## src/rtl/mem_arbiter_if.sv

```systemverilog
// Bus bundle between the two requesting masters, the arbiter and the
// single-port memory. The arbiter takes the slave view, the environment
// (masters plus memory) takes the master view.
interface mem_arbiter_if #(
    parameter int ADDR_W = 32,
    parameter int DATA_W = 32
);
    logic              m0_req,     m1_req;
    logic [ADDR_W-1:0] m0_addr,    m1_addr;
    logic [DATA_W-1:0] m0_wr_data, m1_wr_data;
    logic              m0_wr_ena,  m1_wr_ena;
    logic              m0_gnt,     m1_gnt;
    logic              m0_done,    m1_done;
    logic [DATA_W-1:0] m0_rd_data, m1_rd_data;
    logic [ADDR_W-1:0] mem_addr;
    logic [DATA_W-1:0] mem_wr_data;
    logic              mem_wr_ena;
    logic [DATA_W-1:0] mem_rd_data;

    modport slave (
        input  m0_req, m0_addr, m0_wr_data, m0_wr_ena,
        input  m1_req, m1_addr, m1_wr_data, m1_wr_ena,
        input  mem_rd_data,
        output m0_gnt, m0_done, m0_rd_data,
        output m1_gnt, m1_done, m1_rd_data,
        output mem_addr, mem_wr_data, mem_wr_ena
    );

    modport master (
        output m0_req, m0_addr, m0_wr_data, m0_wr_ena,
        output m1_req, m1_addr, m1_wr_data, m1_wr_ena,
        output mem_rd_data,
        input  m0_gnt, m0_done, m0_rd_data,
        input  m1_gnt, m1_done, m1_rd_data,
        input  mem_addr, mem_wr_data, mem_wr_ena
    );
endinterface

```

## src/rtl/mem_arbiter.sv

```systemverilog
// Two-master arbiter in front of a single-port memory with 1-cycle
// synchronous read. Ties go to the master that did not win last time.
// Writes occupy 2 cycles (grant, access), reads 3 (grant, access, response);
// a new grant may be issued in the same cycle the previous done pulses.
module mem_arbiter #(
    parameter int ADDR_W = 32,
    parameter int DATA_W = 32
) (
    input  logic          clk,
    input  logic          rst,
    mem_arbiter_if.slave  bus
);
    typedef enum logic [1:0] {S_IDLE, S_ACCESS, S_RESP} state_t;

    state_t                       state;
    logic                         last_winner;  // 1: m0 wins the next tie
    logic                         winner;
    logic                         lat_wr_ena;
    logic [ADDR_W-1:0]            mem_addr_q;   // doubles as the latched address
    logic [DATA_W-1:0]            mem_wr_data_q;
    logic                         mem_wr_ena_q;
    logic [1:0]                   done_q;
    logic [1:0][DATA_W-1:0]       rd_data_q;

    logic                         any_req;
    logic                         pick;         // 1: m1 wins this cycle
    logic                         idle_gnt;

    // Arbitration: lone requester wins, otherwise the non-last winner.
    always_comb begin
        any_req  = bus.m0_req | bus.m1_req;
        pick     = bus.m1_req & (~bus.m0_req | ~last_winner);
        idle_gnt = (state == S_IDLE) & ~rst & any_req;
    end

    assign bus.m0_gnt      = idle_gnt & ~pick;
    assign bus.m1_gnt      = idle_gnt &  pick;
    assign bus.m0_done     = done_q[0];
    assign bus.m1_done     = done_q[1];
    assign bus.m0_rd_data  = rd_data_q[0];
    assign bus.m1_rd_data  = rd_data_q[1];
    assign bus.mem_addr    = mem_addr_q;
    assign bus.mem_wr_data = mem_wr_data_q;
    assign bus.mem_wr_ena  = mem_wr_ena_q;

    // Control FSM with registered memory-side and done outputs.
    always_ff @(posedge clk) begin
        if (rst) begin
            state         <= S_IDLE;
            last_winner   <= 1'b1;
            winner        <= 1'b0;
            lat_wr_ena    <= 1'b0;
            mem_addr_q    <= '0;
            mem_wr_data_q <= '0;
            mem_wr_ena_q  <= 1'b0;
            done_q        <= '0;
            rd_data_q     <= '0;
        end else begin
            mem_wr_ena_q <= 1'b0;
            done_q       <= '0;
            case (state)
                S_IDLE: begin
                    if (any_req) begin
                        winner        <= pick;
                        last_winner   <= pick;
                        mem_addr_q    <= pick ? bus.m1_addr    : bus.m0_addr;
                        mem_wr_data_q <= pick ? bus.m1_wr_data : bus.m0_wr_data;
                        lat_wr_ena    <= pick ? bus.m1_wr_ena  : bus.m0_wr_ena;
                        mem_wr_ena_q  <= pick ? bus.m1_wr_ena  : bus.m0_wr_ena;
                        state         <= S_ACCESS;
                    end
                end
                S_ACCESS: begin
                    if (lat_wr_ena) begin
                        done_q[winner] <= 1'b1;
                        state          <= S_IDLE;
                    end else begin
                        state <= S_RESP;
                    end
                end
                S_RESP: begin
                    rd_data_q[winner] <= bus.mem_rd_data;
                    done_q[winner]    <= 1'b1;
                    state             <= S_IDLE;
                end
                default: state <= S_IDLE;
            endcase
        end
    end
endmodule

```

## src/flat_wrapper.sv

```systemverilog
// flat-port wrapper written by rule: the top's interface ports become plain ports
module mem_arbiter_flat 
#(
    parameter int ADDR_W = 32,
    parameter int DATA_W = 32
)
  (clk, rst, bus_m0_req, bus_m0_addr, bus_m0_wr_data, bus_m0_wr_ena, bus_m1_req, bus_m1_addr, bus_m1_wr_data, bus_m1_wr_ena, bus_mem_rd_data, bus_m0_gnt, bus_m0_done, bus_m0_rd_data, bus_m1_gnt, bus_m1_done, bus_m1_rd_data, bus_mem_addr, bus_mem_wr_data, bus_mem_wr_ena);
  mem_arbiter_if #(.ADDR_W(ADDR_W), .DATA_W(DATA_W)) bus_i ();
  input  logic clk;
  input  logic rst;
  input wire logic [$bits(bus_i.m0_req)-1:0] bus_m0_req;
  input wire logic [$bits(bus_i.m0_addr)-1:0] bus_m0_addr;
  input wire logic [$bits(bus_i.m0_wr_data)-1:0] bus_m0_wr_data;
  input wire logic [$bits(bus_i.m0_wr_ena)-1:0] bus_m0_wr_ena;
  input wire logic [$bits(bus_i.m1_req)-1:0] bus_m1_req;
  input wire logic [$bits(bus_i.m1_addr)-1:0] bus_m1_addr;
  input wire logic [$bits(bus_i.m1_wr_data)-1:0] bus_m1_wr_data;
  input wire logic [$bits(bus_i.m1_wr_ena)-1:0] bus_m1_wr_ena;
  input wire logic [$bits(bus_i.mem_rd_data)-1:0] bus_mem_rd_data;
  output wire logic [$bits(bus_i.m0_gnt)-1:0] bus_m0_gnt;
  output wire logic [$bits(bus_i.m0_done)-1:0] bus_m0_done;
  output wire logic [$bits(bus_i.m0_rd_data)-1:0] bus_m0_rd_data;
  output wire logic [$bits(bus_i.m1_gnt)-1:0] bus_m1_gnt;
  output wire logic [$bits(bus_i.m1_done)-1:0] bus_m1_done;
  output wire logic [$bits(bus_i.m1_rd_data)-1:0] bus_m1_rd_data;
  output wire logic [$bits(bus_i.mem_addr)-1:0] bus_mem_addr;
  output wire logic [$bits(bus_i.mem_wr_data)-1:0] bus_mem_wr_data;
  output wire logic [$bits(bus_i.mem_wr_ena)-1:0] bus_mem_wr_ena;
  assign bus_i.m0_req = bus_m0_req;
  assign bus_i.m0_addr = bus_m0_addr;
  assign bus_i.m0_wr_data = bus_m0_wr_data;
  assign bus_i.m0_wr_ena = bus_m0_wr_ena;
  assign bus_i.m1_req = bus_m1_req;
  assign bus_i.m1_addr = bus_m1_addr;
  assign bus_i.m1_wr_data = bus_m1_wr_data;
  assign bus_i.m1_wr_ena = bus_m1_wr_ena;
  assign bus_i.mem_rd_data = bus_mem_rd_data;
  assign bus_m0_gnt = bus_i.m0_gnt;
  assign bus_m0_done = bus_i.m0_done;
  assign bus_m0_rd_data = bus_i.m0_rd_data;
  assign bus_m1_gnt = bus_i.m1_gnt;
  assign bus_m1_done = bus_i.m1_done;
  assign bus_m1_rd_data = bus_i.m1_rd_data;
  assign bus_mem_addr = bus_i.mem_addr;
  assign bus_mem_wr_data = bus_i.mem_wr_data;
  assign bus_mem_wr_ena = bus_i.mem_wr_ena;
  mem_arbiter #(.ADDR_W(ADDR_W), .DATA_W(DATA_W)) u_core (.clk(clk), .rst(rst), .bus(bus_i));
endmodule
```

## config.mk

```make
export PLATFORM = sky130hd
export DESIGN_NAME = mem_arbiter_flat
export DESIGN_NICKNAME = d
export VERILOG_FILES = /design/src/rtl/mem_arbiter_if.sv /design/src/rtl/mem_arbiter.sv /design/src/flat_wrapper.sv
export SDC_FILE = /design/constraint.sdc
export NUM_CORES = 1
export LEC_CHECK = 0
export BUFFER_PORTS_ARGS = -buffer_cell sky130_fd_sc_hd__buf_4
export CAP_MARGIN = 20
export CORE_MARGIN = 1
export CORE_UTILIZATION = 30
export DETAILED_ROUTE_END_ITERATION = 10
export GPL_TIMING_DRIVEN = 0
export MAX_ROUTING_LAYER = met4
export PLACE_DENSITY = 0.67
export SYNTH_ARGS = -nofsm -noshare
export SYNTH_HDL_FRONTEND = slang
export SYNTH_SLANG_ARGS = --single-unit
```

## constraint.sdc

```tcl
create_clock -name clk -period 1.9 [get_ports clk]
set_clock_uncertainty 0.05 [all_clocks]
set_input_delay 0.38 -clock clk [delete_from_list [all_inputs] [get_ports clk]]
set_output_delay 0.38 -clock clk [all_outputs]
set_load 0.05 [all_outputs]
```

==> reports/results.ini, run 1 <==
[status]
status=finished, violations left
violations=negative setup slack

[final_layout]
n_fill_cell=1727
final_cells=1233
layout-drive-gt1-share=0.3919
syn_to_final_growth_pct=60.12
final_nets=1167
antenna_cells=0
final_cell_area_um2=8657

[grt]
grt_max_degree=17
first_global_vias=5536
grt_use_total=0.2179
overflow=0
antenna_found_initial=0
grt_pass1_wl_um=29830

[setup_path]
path_delay_family=buffers and inverters
cp_slowest_cell=dfxtp_2
arrival_ns=1.48
r2r_setup_slack_ns=0.14
crit_chain=inv_2, ha_4, o21ai_4, clkbuf_8, nor3_4, buf_6
r2r_start=u_core.state[1]
required_ns=1.47
crit_type=reg -> out
path_buf_inv=3
startpoint=u_core.state[1]
crit_path_start_kind=flip-flop
slowest_delay_ns=0.32
cp_max_fo=3
worst_setup_path_end_kind=output pin

[sta]
finalHoldViolations=0
period_share=1.006
tightest_slew_ns=0.7247
finalSetupViolations=1
fin_ws_ns=-0.01229
post-route-min-period_ns=1.912
rsz0062_at_grt=yes
slew_headroom=0.5168
slew_viol_final=0
max_freq_mhz=522.9

[yosys]
ys_async_sr_fraction=0
synth_area_um2=5406
yosys-top-cells-count=nand2_1 (193), dfxtp_1 (136), a21oi_1 (132)
synth_nets=845
yosys.cell_types.count=29
yosysMostFrequentCell=nand2_1
synth_warnings=0
yosysSeqAreaShare=0.5036
synth_area_per_cell_um2=7.998
ys_seq_elements=136
synth_largest_area_cell=dfxtp_1
synth_enable_flop_cells=0
synth.area.top_cells=dfxtp_1 (50%), nand2_1 (13%), a21oi_1 (12%)
synth-main-ff-cell=dfxtp_1
syn_inst=676
yosysTopAreaCellShare=0.5036

[job]
cap_violations=0

[pwr]
p_leak_uw=0.003876
ir_worst_vdd_uv=653.0
power_density_nw_per_um2=1038
total_power_uw=8983

[placement]
place_hpwl_um=14790
port_buffers=297
dp_slack_ns=-0.2546
dp_cells=1198
routabilityCongestion=0.8954
place_area_um2=7929

[drt]
finalWirelength_um=19860
drt-wirelength-per-cell_um=16.10
ant_nets=0
firstDrtPassIters=5
viasPerCell=4.776
vias=5889
drc=0
drtIter0Drc=307

[die]
die_w_um=136.2
pin_count=299
dieHeight_um=136.2
dieArea_um2=18560
coreArea_um2=17480
num_rows=48
start_util=0.3093

[cts]
cts_tree=built
holdBufCountCts=0
clkLatencyLatePin_ns=0.41
cts_buffer_depth=2
cts-root-buf=clkbuf_16
numCtsBuffers=17
h-tree-depth=4
cts.clk_slew.worst_paths_ns=0.06
clock-sinks=136

[worst_hold_path]
min_from=bus_m0_addr[15]
min_path_type=in -> reg

[per-stage QoR]
step             util  hold slack (ns)  setup TNS (ns)
6_report       0.4953           0.1598        -0.01229
5_1_grt        0.4953           0.1569        -0.08433
4_1_cts        0.4943           0.1460         -0.1886
3_5_place_dp   0.4537           0.3970          -1.030
3_3_place_gp   0.4537           0.3931         -0.4851
2_1_floorplan       -           0.4101               0
[final cells by class]
type	instances	area, um^2	share of cell area
Buffer	56	304.0	0.03512
Clock buffer	27	523.0	0.06041
Clock inverter	2	60.06	0.006937
Inverter	3	11.26	0.001301
Multi-Input combinational cell	479	2447	0.2827
Sequential cell	136	2725	0.3148
Tap cell	225	281.5	0.03252
Timing Repair Buffer	305	2305	0.2662
[path summary, 6_finish.rpt]
path | to | cells past startpoint
max | bus_m0_gnt | 6
min | u_core.bus.mem_addr[15] | 3
max reg2reg | u_core.bus.mem_addr[14] | 9
min reg2reg | u_core.bus.m1_rd_data[18] | 2
[cell families (layout without fill, tap and decap cells)]
kind of cell / Yosys count / in the layout / share of synthesized area
flops: 136 / 136 / 0.5036
fa+ha+maj: 3 / 3 / 0.006944
buf+inv: 61 / 393 / 0.05300
mux: 1 / 1 / 0.001851
compound gates: 204 / 204 / 0.2414
simple gates: 271 / 271 / 0.1932
[power by group]
part           switching (uW)  total, uW  internal [uW]
clock                    1200       3330           2120
combinational            1570       2450            880
sequential                121       3210           3090
[sequential cells by signal (all words and copies together), names as in the netlist]
signal                  count
u_core.bus.m0_rd_data      32
u_core.bus.m1_rd_data      32
u_core.bus.mem_addr        32
u_core.bus.mem_wr_data     32
u_core.bus.mem_wr_ena       1
u_core.done_q               2
u_core.last_winner          1
u_core.lat_wr_ena           1
u_core.state                2
u_core.winner               1
[worst reg2reg max path: cells and delay by family (launching register included)]
kind                     cells  cell delay [ns]
AO/OA/AOI/OAI                2             0.44
adder cells (fa/ha/maj)      1             0.17
buffers and inverters        5             0.63
flip-flops                   1             0.32
AND/OR/NAND/NOR              1             0.06
[layer usage]
layer / global-route usage / wire, um / vias up
met3: 0.04810 / 992 / 47
met5: - / 0 / -
li1: - / - / 2917
met4: 0.09444 / 616 / 0
met1: 0.2732 / 8701 / 2736
met2: 0.3347 / 9545 / 189
[placed cells by master, fill, tap and decap left out, drive strengths merged]
| cell | n |
|---|---|
| o21ai | 1 |
| nand3 | 1 |
| mux2i | 1 |
| a211oi | 65 |
| a21boi | 1 |
| and2 | 1 |
| a22oi | 1 |
| buf | 329 |
| clkbuf | 59 |
| a21bo | 1 |
| inv | 3 |
| o21a | 1 |
| nand2 | 193 |
| a31oi | 1 |
| nor4bb | 1 |
| or2 | 1 |
| nor4b | 1 |
| nand2b | 2 |
| nor3 | 2 |
| nor2b | 1 |
| bufinv | 2 |
| ha | 3 |
| a21oi | 132 |
| a211o | 1 |
| dfxtp | 136 |
| nor2 | 68 |
[repair_timing]
item / 4_1_cts / 5_1_grt
setup buffers: 7 / 1
resized for setup: 25 / 15
setup endpoints to repair: 41 / 76
pin swaps: 1 / 2
(Power assumes the default switching activity.)
==> inputs of run 2 (changes only) <==
--- a/config.mk
+++ b/config.mk
@@ -13,6 +13,7 @@
 export GPL_TIMING_DRIVEN = 0
 export MAX_ROUTING_LAYER = met4
 export PLACE_DENSITY = 0.67
+export SKIP_LAST_GASP = 1
 export SYNTH_ARGS = -nofsm -noshare
 export SYNTH_HDL_FRONTEND = slang
 export SYNTH_SLANG_ARGS = --single-unit
==> reports/results.ini, run 2 (synthesis results as in run 1) <==
[cts]
clock-sinks=136
cts.clk_slew.worst_paths_ns=0.06
clkLatencyLatePin_ns=0.41
cts_tree=built
numCtsBuffers=17
h-tree-depth=4
cts_buffer_depth=2
cts-root-buf=clkbuf_16
holdBufCountCts=0

[sta]
max_freq_mhz=525.4
slew_headroom=0.5176
finalSetupViolations=1
fin_setup_tns_ns=-0.003474
rsz0062_at_grt=yes
fin_ws_ns=-0.003474
post-route-min-period_ns=1.903
tightest_slew_ns=0.7236
finalHoldViolations=0
period_share=1.002
slew_viol_final=0

[grt]
antenna_found_initial=0
grt_pass1_wl_um=29830
first_global_vias=5536
overflow=0
grt_max_degree=17
grt_use_total=0.2179

[status]
status=finished, violations left
violations=negative setup slack

[final_layout]
layout-drive-gt1-share=0.3950
final_cell_area_um2=8683
layout_common_cells=buf_4 (312), nand2_1 (193), dfxtp_1 (134), a21oi_1 (132), nor2_1 (67)
syn_to_final_growth_pct=60.61
final_nets=1169
layout_commonest_cell=buf_4
final_cells=1235
n_fill_cell=1725
antenna_cells=0

[setup_path]
worst_setup_path_end_kind=output pin
r2r_setup_slack_ns=0.13
crit_type=reg -> out
crit_path_start_kind=flip-flop
arrival_ns=1.47
timing.reg2reg.worst_path_depth=4
required_ns=1.47
cp_max_fo=3

[placement]
dp_slack_ns=-0.2546
place_hpwl_um=14790
port_buffers=297
routabilityCongestion=0.8954
place_area_um2=7929
dp_cells=1198

[die]
dieArea_um2=18560
start_util=0.3093
pin_count=299
num_rows=48
die_w_um=136.2
dieHeight_um=136.2
coreArea_um2=17480

[drt]
drc=0
drt-wirelength-per-cell_um=16.15
ant_nets=0
finalWirelength_um=19950
viasPerCell=4.765
firstDrtPassIters=5
drtIter0Drc=288
vias=5885

[pwr]
power_density_nw_per_um2=1035
total_power_uw=8988
p_leak_uw=0.003886
ir_worst_vdd_uv=642.6

[worst_hold_path]
min_path_type=in -> reg
min_path_cells=3

[job]
cap_violations=0

## run 2: per-layer routing
layer	wire length, um	global-route usage	up-vias
met1	8735	0.2732	2728
met5	0	-	-
met2	9591	0.3347	195
li1	-	-	2919
met3	1032	0.04810	43
met4	590	0.09444	0
## run 2: through the flow
step	hold slack, ns	utilization
after floorplan	0.4101	-
after global placement	0.3931	0.4537
after detailed placement	0.3970	0.4537
after CTS	0.1460	0.4942
after global routing	0.1569	0.4969
final	0.1614	0.4969
## run 2: critical path: stages, from the launching register on
cell      delay (ns)
dfxtp_2         0.32
inv_2           0.07
ha_4            0.17
o21ai_4         0.07
clkbuf_8        0.15
nor3_4          0.11
buf_6           0.18
## run 2: power breakdown
group	internal (uW)	switching, uW	leakage [uW]
sequential	3090	121	0.00111
combinational	891	1580	0.00249
clock	2120	1190	0.000286
## run 2: worst paths after layout
| check | start | endpoint |
|---|---|---|
| max | u_core.state[0] | bus_m0_gnt |
| min | bus_m0_addr[15] | u_core.bus.mem_addr[15] |
| max reg2reg | u_core.last_winner | u_core.lat_wr_ena |
| min reg2reg | u_core.bus.m1_rd_data[18] | u_core.bus.m1_rd_data[18] |
## run 2: final cells by class
cell class	count	area, um^2	area share
sequential	136	2725	0.3138
multi-input combinational	479	2459	0.2831
clock buffer	27	523.0	0.06023
timing repair buffer	307	2317	0.2669
buffer	56	306.5	0.03530
tap	225	281.5	0.03242
inverter	3	11.26	0.001297
clock inverter	2	60.06	0.006916
## run 2: timing repair
item                                    4_1_cts  5_1_grt
setup buffers                                 7        2
pin swaps                                     1        0
endpoints found under the setup margin       41       86
gates resized for setup                      24       19
endpoints found under the hold margin         0        0
gates cloned                                  0        1
==> inputs of run 3 (changes only) <==
--- a/config.mk
+++ b/config.mk
@@ -7,12 +7,12 @@
 export LEC_CHECK = 0
 export BUFFER_PORTS_ARGS = -buffer_cell sky130_fd_sc_hd__buf_4
 export CAP_MARGIN = 20
-export CORE_MARGIN = 1
-export CORE_UTILIZATION = 30
+export CORE_AREA = 2 2 116 118
 export DETAILED_ROUTE_END_ITERATION = 10
+export DIE_AREA = 0 0 118 120
 export GPL_TIMING_DRIVEN = 0
 export MAX_ROUTING_LAYER = met4
-export PLACE_DENSITY = 0.67
+export PLACE_DENSITY_LB_ADDON = 0.12
 export SKIP_LAST_GASP = 1
 export SYNTH_ARGS = -nofsm -noshare
 export SYNTH_HDL_FRONTEND = slang
==> constraint.sdc (replaced) <==
create_clock -name clk -period 2.3 [get_ports clk]
set_clock_uncertainty 0.05 [all_clocks]
set_input_delay 0.46 -clock clk [delete_from_list [all_inputs] [get_ports clk]]
set_output_delay 0.46 -clock clk [all_outputs]
set_load 0.05 [all_outputs]
==> reports/results.ini, run 3 (synthesis results as in run 1) <==
[grt]
grt_pass1_wl_um=28030
antenna_found_initial=0
grt_max_degree=17
first_global_vias=5590
overflow=0
grt_use_total=0.2582

[drt]
vias=5832
drt-wirelength-per-cell_um=15.31
drtIter0Drc=282
viasPerCell=4.942
finalWirelength_um=18060
firstDrtPassIters=4
ant_nets=0
drc=0

[setup_path]
crit_type=reg -> out
crit_chain=inv_1, ha_1, buf_4, o21ai_2, clkbuf_8, nor3_4, buf_6
path_buf_inv=4
slowest_delay_ns=0.33
path_delay_family=buffers and inverters
crit_path_start_kind=flip-flop
worst_setup_path_end_kind=output pin
required_ns=1.79
arrival_ns=1.73
cp_slowest_cell=dfxtp_1
cp_max_fo=10

[final_layout]
antenna_cells=0
layout_commonest_cell=buf_4
final_cell_area_um2=8464
final_cells=1180
final_nets=1160
utilization=0.6521
syn_to_final_growth_pct=56.56
layout_common_cells=buf_4 (305), nand2_1 (193), dfxtp_1 (136), a21oi_1 (132), nor2_1 (68)
n_fill_cell=1204
layout-drive-gt1-share=0.3775

[pwr]
sequentialPowerShare=0.365
combPwrFrac=0.267
p_leak_uw=0.003796
power_density_nw_per_um2=856.6
p_switching_uw=2419
swShare=0.3336
p_int_uw=4832
p_clk_frac=0.368
ir_worst_vdd_uv=482.2

[sta]
slew_viol_final=0
fin_setup_tns_ns=0
finalHoldViolations=0
tightest_slew_ns=0.7060
period_share=0.9753
rsz0062_at_grt=yes
max_freq_mhz=445.8
post-route-min-period_ns=2.243
slew_headroom=0.5293
finalSetupViolations=0

[die]
dieArea_um2=14160
dieHeight_um=120
coreArea_um2=12980
pin_count=299
die_w_um=118
num_rows=42
start_util=0.4165

[cts]
cts_buffer_depth=2
cts-root-buf=clkbuf_16
post_cts_buffers=0
cts_tree=built
numCtsBuffers=17
clkLatencyLatePin_ns=0.42
h-tree-depth=4
cts.clk_slew.worst_paths_ns=0.06
clock-sinks=136

[placement]
dp_cells=1149
routabilityCongestion=0.8464
place_area_um2=7861
port_buffers=297
place_hpwl_um=13530

[worst_hold_path]
min_path_type=in -> reg

[job]
cap_violations=0

[status]
status=complete, no violations

## run 3: cell count changes in the layout (fill, tap and decap cells not counted), moves of 3 or more
cell	before	now
buf_2	12	15
clkbuf_2	7	0
clkinv_2	0	3
clkbuf_1	28	32
clkbuf_8	7	1
buf_6	6	2
buf_4	312	305
clkinv_4	0	5
## run 3: power by group through the flow
stage	sequential, uW	combinational, uW	clock [uW]
after floorplan	3310	613	0
after global placement	2690	1920	0
after detailed placement	2700	1920	0
after CTS	2650	1940	2710
after global routing	2670	2070	2820
final	2650	1940	2670
## run 3: worst min-delay path, delay by kind of cell
kind | cells | cell delay [ns]
buf+inv | 1 | 0.11
simple gates | 1 | 0.05
compound gates | 1 | 0.05
## run 3: per-layer routing
layer / vias to the layer above / GRT usage / wire, um
li1: 2908 / - / -
met1: 2668 / 0.3066 / 7618
met2: 218 / 0.4081 / 8572
met3: 38 / 0.08127 / 1349
met4: 0 / 0.1054 / 523
met5: - / - / 0
## run 3: cell type report
cell class | instances | area, um^2 | share of cell area
Tap cell | 176 | 220.2 | 0.02602
Inverter | 3 | 11.26 | 0.001330
Buffer | 57 | 284.0 | 0.03356
Timing Repair Buffer | 297 | 2233 | 0.2639
Clock inverter | 14 | 151.4 | 0.01789
Clock buffer | 18 | 429.2 | 0.05070
Sequential cell | 136 | 2723 | 0.3217
Multi-Input combinational cell | 479 | 2412 | 0.2850
## run 3: what timing repair did
item | CTS | global route
endpoints found under the setup margin | 1 | 2
gates resized for setup | 6 | 2
hold buffers | 0 | 0
cloned | 0 | 0
pin swaps | 0 | 0
## run 3: per-stage QoR
| step | hold slack, ns | power [uW] | worst slack (ns) |
|---|---|---|---|
| after floorplan | 0.4101 | 3922 | 0.1780 |
| after global placement | 0.3918 | 4607 | 0.1515 |
| after detailed placement | 0.3969 | 4621 | 0.1026 |
| after CTS | 0.2268 | 7295 | 0.01992 |
| after global routing | 0.2217 | 7556 | -0.04879 |
| final | 0.2393 | 7251 | 0.05691 |
## run 3: final timing paths
kind | slack, ns | startpoint | cells past startpoint | endpoint
setup / recovery | 0.06 | u_core.state[0] | 7 | bus_m0_gnt
hold / removal | 0.24 | bus_mem_rd_data[12] | 3 | u_core.bus.m1_rd_data[12]
setup reg to reg | 0.49 | u_core.state[0] | 7 | u_core.bus.mem_wr_data[26]
hold reg to reg | 0.40 | u_core.bus.m1_rd_data[18] | 2 | u_core.bus.m1_rd_data[18]
